**config.mk**
```make
export PLATFORM = sky130hd
export DESIGN_NAME = key_step_conditioner
export DESIGN_NICKNAME = d
export VERILOG_FILES = /design/src/rtl/key_step_conditioner.sv
export SDC_FILE = /design/constraint.sdc
export NUM_CORES = 1
export LEC_CHECK = 0
export ABC_AREA = 1
export BUFFER_PORTS_ARGS = -buffer_cell sky130_fd_sc_hd__buf_2
export CORE_MARGIN = 2
export CORE_UTILIZATION = 43
export CTS_BUF_LIST = sky130_fd_sc_hd__clkbuf_4
export CTS_CLUSTER_SIZE = 40
export DETAILED_ROUTE_END_ITERATION = 10
export PLACE_DENSITY = 0.7
export SLEW_MARGIN = 20
export SYNTH_ARGS = -nofsm -noshare
export SYNTH_HDL_FRONTEND = slang
export SYNTH_SLANG_ARGS = --single-unit
export TNS_END_PERCENT = 100
```
**constraint.sdc**
```tcl
create_clock -name Clock -period 2.1 [get_ports Clock]
set_clock_uncertainty 0.2 [all_clocks]
set_input_delay 0.525 -clock Clock [delete_from_list [all_inputs] [get_ports Clock]]
set_output_delay 0.525 -clock Clock [all_outputs]
set_load 0.1 [all_outputs]
```
**src/rtl/key_step_conditioner.sv**
```systemverilog
// Pushbutton/switch front end for the mod-10 counter: synchronises KEY and w1/w0,
// debounces the key and emits one Step strobe with a captured command per press.
module key_step_conditioner #(
    parameter int unsigned DEBOUNCE_CYCLES = 1000000,
    parameter int unsigned CNT_W           = 20
) (
    input  logic Clock,
    input  logic Reset,
    input  logic KeyN,
    input  logic SwW1,
    input  logic SwW0,
    output logic Step,
    output logic W1,
    output logic W0,
    output logic KeyState
);

    typedef enum logic [1:0] {
        IDLE         = 2'd0,
        PRESS_WAIT   = 2'd1,
        HELD         = 2'd2,
        RELEASE_WAIT = 2'd3
    } state_t;

    localparam logic [CNT_W-1:0] CNT_LAST = CNT_W'(DEBOUNCE_CYCLES - 1);

    logic             key_meta, key_sync;
    logic [1:0]       sw_meta, sw_sync;
    logic             key_p;
    state_t           state, state_nxt;
    logic [CNT_W-1:0] cnt, cnt_nxt;
    logic             step_nxt, w1_nxt, w0_nxt;

    // Key synchroniser idles at 1 so reset looks like a released button
    always_ff @(posedge Clock or negedge Reset) begin
        if (!Reset) begin
            key_meta <= 1'b1;
            key_sync <= 1'b1;
            sw_meta  <= '0;
            sw_sync  <= '0;
        end else begin
            key_meta <= KeyN;
            key_sync <= key_meta;
            sw_meta  <= {SwW1, SwW0};
            sw_sync  <= sw_meta;
        end
    end

    assign key_p = ~key_sync;

    always_ff @(posedge Clock or negedge Reset) begin
        if (!Reset) begin
            state <= IDLE;
            cnt   <= '0;
            Step  <= 1'b0;
            W1    <= 1'b0;
            W0    <= 1'b0;
        end else begin
            state <= state_nxt;
            cnt   <= cnt_nxt;
            Step  <= step_nxt;
            W1    <= w1_nxt;
            W0    <= w0_nxt;
        end
    end

    always_comb begin
        state_nxt = state;
        cnt_nxt   = cnt;
        step_nxt  = 1'b0;
        w1_nxt    = W1;
        w0_nxt    = W0;
        case (state)
            IDLE: begin
                if (key_p) begin
                    state_nxt = PRESS_WAIT;
                    cnt_nxt   = '0;
                end
            end
            PRESS_WAIT: begin
                if (!key_p) begin
                    state_nxt = IDLE;
                end else if (cnt == CNT_LAST) begin
                    state_nxt = HELD;
                    step_nxt  = 1'b1;
                    w1_nxt    = sw_sync[1];
                    w0_nxt    = sw_sync[0];
                end else begin
                    cnt_nxt = cnt + CNT_W'(1);
                end
            end
            HELD: begin
                if (!key_p) begin
                    state_nxt = RELEASE_WAIT;
                    cnt_nxt   = '0;
                end
            end
            RELEASE_WAIT: begin
                if (key_p) begin
                    state_nxt = HELD;
                end else if (cnt == CNT_LAST) begin
                    state_nxt = IDLE;
                end else begin
                    cnt_nxt = cnt + CNT_W'(1);
                end
            end
            default: begin
                state_nxt = IDLE;
                cnt_nxt   = '0;
            end
        endcase
    end

    assign KeyState = (state == HELD) || (state == RELEASE_WAIT);

endmodule

```
; ---- Yosys cells after proc, flatten, opt, wreduce, memory -nomap -nowiden
; Cells that the tools add are included.
[classes]
n_addsub = 1
eq_ne = 10
mux = 16
bitwise_logic = 1
n_reduce_logical = 5
[ops]
columns = cell, count
row1 = $mux W20, 5
row2 = $pmux W20 S4, 1
row3 = $add A20 B1 Y20 const B, 1
row4 = $eq A20 B20 Y1 const B, 1
row5 = $mux W2, 6
row6 = $ne A2 B2 Y1 const B, 4
row7 = $pmux W2 S4, 1
row8 = $reduce_and A4 Y1, 2
row9 = $ne A3 B3 Y1 const B, 2
row10 = $eq A2 B2 Y1 const B, 2
row11 = $mux W1, 3
row12 = $reduce_and A3 Y1, 1
row13 = $eq A2 B1 Y1 const B, 1
row14 = $logic_not A2 Y1, 1
row15 = $logic_or A1 B1 Y1, 1
row16 = $not A1 Y1, 1
[totals]
ff_bits = 31
in_bits = 5
out_inout_bits = 4
word_cells = 42

; ---- Depth between registers and ports, before layout
[logic_depth]
depth_word = 4
mapped_depth = 11
depth_no_buf = 9

; ---- Least setup slack after synthesis
; OpenSTA, ideal clock, no wires.
[synth_timing]
path_kind = reg2out
from = reg (tool-made name)
to = out KeyState
arrival_ns = 1.240
required_ns = 1.375
slack_ns = 0.135
stages_incl_launch_ff = 2
path_buffers = 1
path_cell_list = dfrtp_1 > clkbuf_1
[synth_lines]
columns = element, line
row1 = "end, declared", 15  ; output logic KeyState

==> flow_summary.ini <==
[status]
status = finished, final reports clean

[floorplan]
ios = 9
initial_core_util_pct = 44.0
die_area_mm2 = 0.00494
die_w_um = 70.3
num_rows = 24
design.core.area_mm2 = 0.00429
die_y_um = 70.3

[global_route]
antenna_found_initial = 0
grtUsageTotal_pct = 18.6
gr-total-overflow = 0
first_global_vias = 1554
grt_pass1_wl_mm = 7.22
grt_max_degree = 32

[critical_path]
path_delay_family = buffers and inverters
critPathMaxStageDelay_ps = 460
path_buf_inv = 1
crit_slowest_cell = buf_2
worstPathArrival_ps = 1240
cp.required_ps = 1370
r2r_start = cnt[0]$_DFFE_PN0P_
crit_path_end_kind = output pin
crit_chain = buf_2
critPathKind = reg -> out
cp-start-kind = flop
crit_fanout = 5

[synth]
yosys_warnings = 0
yosys-top-cells-area = dfrtp_1 38%, nand2_1 17%, nor2_1 6.8%, nand3_1 6.1%, nand4_1 4.3%
synth_nets = 261
ys_seq_area_share_pct = 41.2
yosysTopAreaCell = dfrtp_1
synth_area_mm2 = 0.00189
synth_cell_types = 27
postSynthAreaPerCell_um2 = 7.40
synth_top_area_share_pct = 38.4
synthCells = 255
synth_seq_cells = 31

[power]
peakVddDrop_mv = 0.303
leakage_nw = 0.904
power.total_mw = 1.14
pwr_density_cell_mw_per_mm2 = 564

[layout]
final_area_mm2 = 0.00203
drive_gt1_share_pct = 17.2
area_delta_synth_final_pct = 7.36
nets = 273
antennaDiodeCount = 0

[clocking]
cts_root_buf = clkbuf_4
clkSlewWorstSetupHoldPaths_ps = 100
cts-buffers-inserted = 5
cts_resized = 0
cts_tree = yes
post-cts-setup-buffers = 0
cts_hold_buf = 0
clk_latency_ps = 340
htree_levels = 2
clock_sinks = 31
clock_path_buffers = 2

[placement]
place_congestion = 0.925
io_buffers = 8
dp.final_hpwl_mm = 3.09
placed_area_mm2 = 0.00195

[routing]
avgViaCountPerCell = 5.16
routedWlPerCell_um = 13.1
first_iter_violations = 141
ant_nets = 0
dr_total_vias = 1652
drc_errors = 0
drt-total-wl_mm = 4.19
drt-pass1-iter-count = 4

[sta]
rsz0062_at_grt = no
fin_tns_setup_ps = 0
timing.slew.headroom_pct = 55.1
setup_viol = 0
holdWs_ps = 16.4
min_period_ps = 1960
drv_slew = 0
hold_viol = 0
worst_pin_slew_ps = 674
final.period_utilization_pct = 93.4
fmax_mhz = 510

[hold_path]
hp-class = in -> async

[job]
cap_violations = 0
## registers in the layout (all words and copies together) (netlist names), named ones only
| name | count |
|---|---|
| key_sync | 1 |
| key_meta | 1 |
| W0 | 1 |
| W1 | 1 |
| sw_meta | 2 |
| cnt | 20 |
| state | 1 |
| Step | 1 |
| sw_sync | 2 |
## per-layer routing
| layer | vias to the layer above | global-route usage (%) | share of wire [%] |
|---|---|---|---|
| li1 | 843 | - | - |
| met3 | 6 | 4.33 | 3.4 |
| met1 | 771 | 24.5 | 47 |
| met2 | 32 | 30.2 | 48 |
| met5 | - | 0 | 0 |
| met4 | 0 | 5.98 | 1.4 |
## worst paths after layout
check	end	slack (ps)	depth (start not counted)
max reg2reg	cnt[0]$_DFFE_PN0P_	270	9
max	KeyState	140	1
min	cnt[8]$_DFFE_PN0P_	20	1
min reg2reg	sw_sync[1]$_DFF_PN0_	160	0
min in group Clock	key_meta$_DFF_PN1_	80	1
max in group asynchronous	cnt[3]$_DFFE_PN0P_	1250	1
## cell families (layout without fill, tap and decap cells)
family | after synthesis | after routing | synth area share [%]
fa+ha+maj | 1 | 1 | 0.663
flops | 31 | 31 | 41.2
simple gates | 174 | 174 | 41.4
compound gates | 15 | 15 | 5.77
xor+xnor | 5 | 5 | 2.32
buf+inv | 29 | 42 | 8.68
## report_power, final
part | leakage (nW) | total [mW] | internal [mW] | switching (mW)
registers | 0.413 | 0.623 | 0.612 | 0.0116
clock network | 0.0426 | 0.453 | 0.245 | 0.209
logic | 0.449 | 0.0665 | 0.0195 | 0.0470
total | 0.904 | 1.14 | 0.876 | 0.267
## cell usage in the layout (no fill, tap or decap), drive strengths merged
master	count
ha	1
dfstp	2
nand2	89
buf	12
and2	2
xor2	3
nor3	4
xnor2	2
dfrtp	29
bufinv	1
nor2	39
clkinv	3
or2	1
inv	21
o21ai	15
nand3	26
clkbuf	5
nand4	13
## layout make-up
cell class / count / area (um^2)
Timing Repair Buffer: 12 / 70.1
Sequential cell: 31 / 778
Fill cell: 436 / 2270
Multi-Input combinational cell: 195 / 946
Tap cell: 52 / 65.1
Clock inverter: 3 / 38.8
Inverter: 22 / 91.3
Clock buffer: 5 / 37.5
## metrics by stage
step | std cells | worst slack, ps | util [%]
2_1_floorplan | 255 | 135 | -
3_3_place_gp | 312 | 326 | 45.4
3_5_place_dp | 312 | 280 | 45.4
4_1_cts | 320 | 120 | 47.2
5_1_grt | 320 | 92.8 | 47.2
6_report | 320 | 139 | 47.2
## Yosys cell counts
cell	n
xnor2_1	2
o21ai_2	9
xor2_1	3
inv_8	1
and2_1	2
inv_1	20
nand2_2	5
o21ai_1	1
nor3_1	4
nand2_1	84
nand4_1	13
or2_2	1
nand3_2	3
nand3_1	23
dfrtp_1	29
clkbuf_1	1
buf_12	2
buf_2	2
clkinv_2	1
dfstp_2	2
o21ai_0	5
buf_6	1
nor2_2	3
ha_1	1
nor2_4	2
nor2_1	34
buf_4	1
Note: power is estimated with default switching activity, not from simulation.
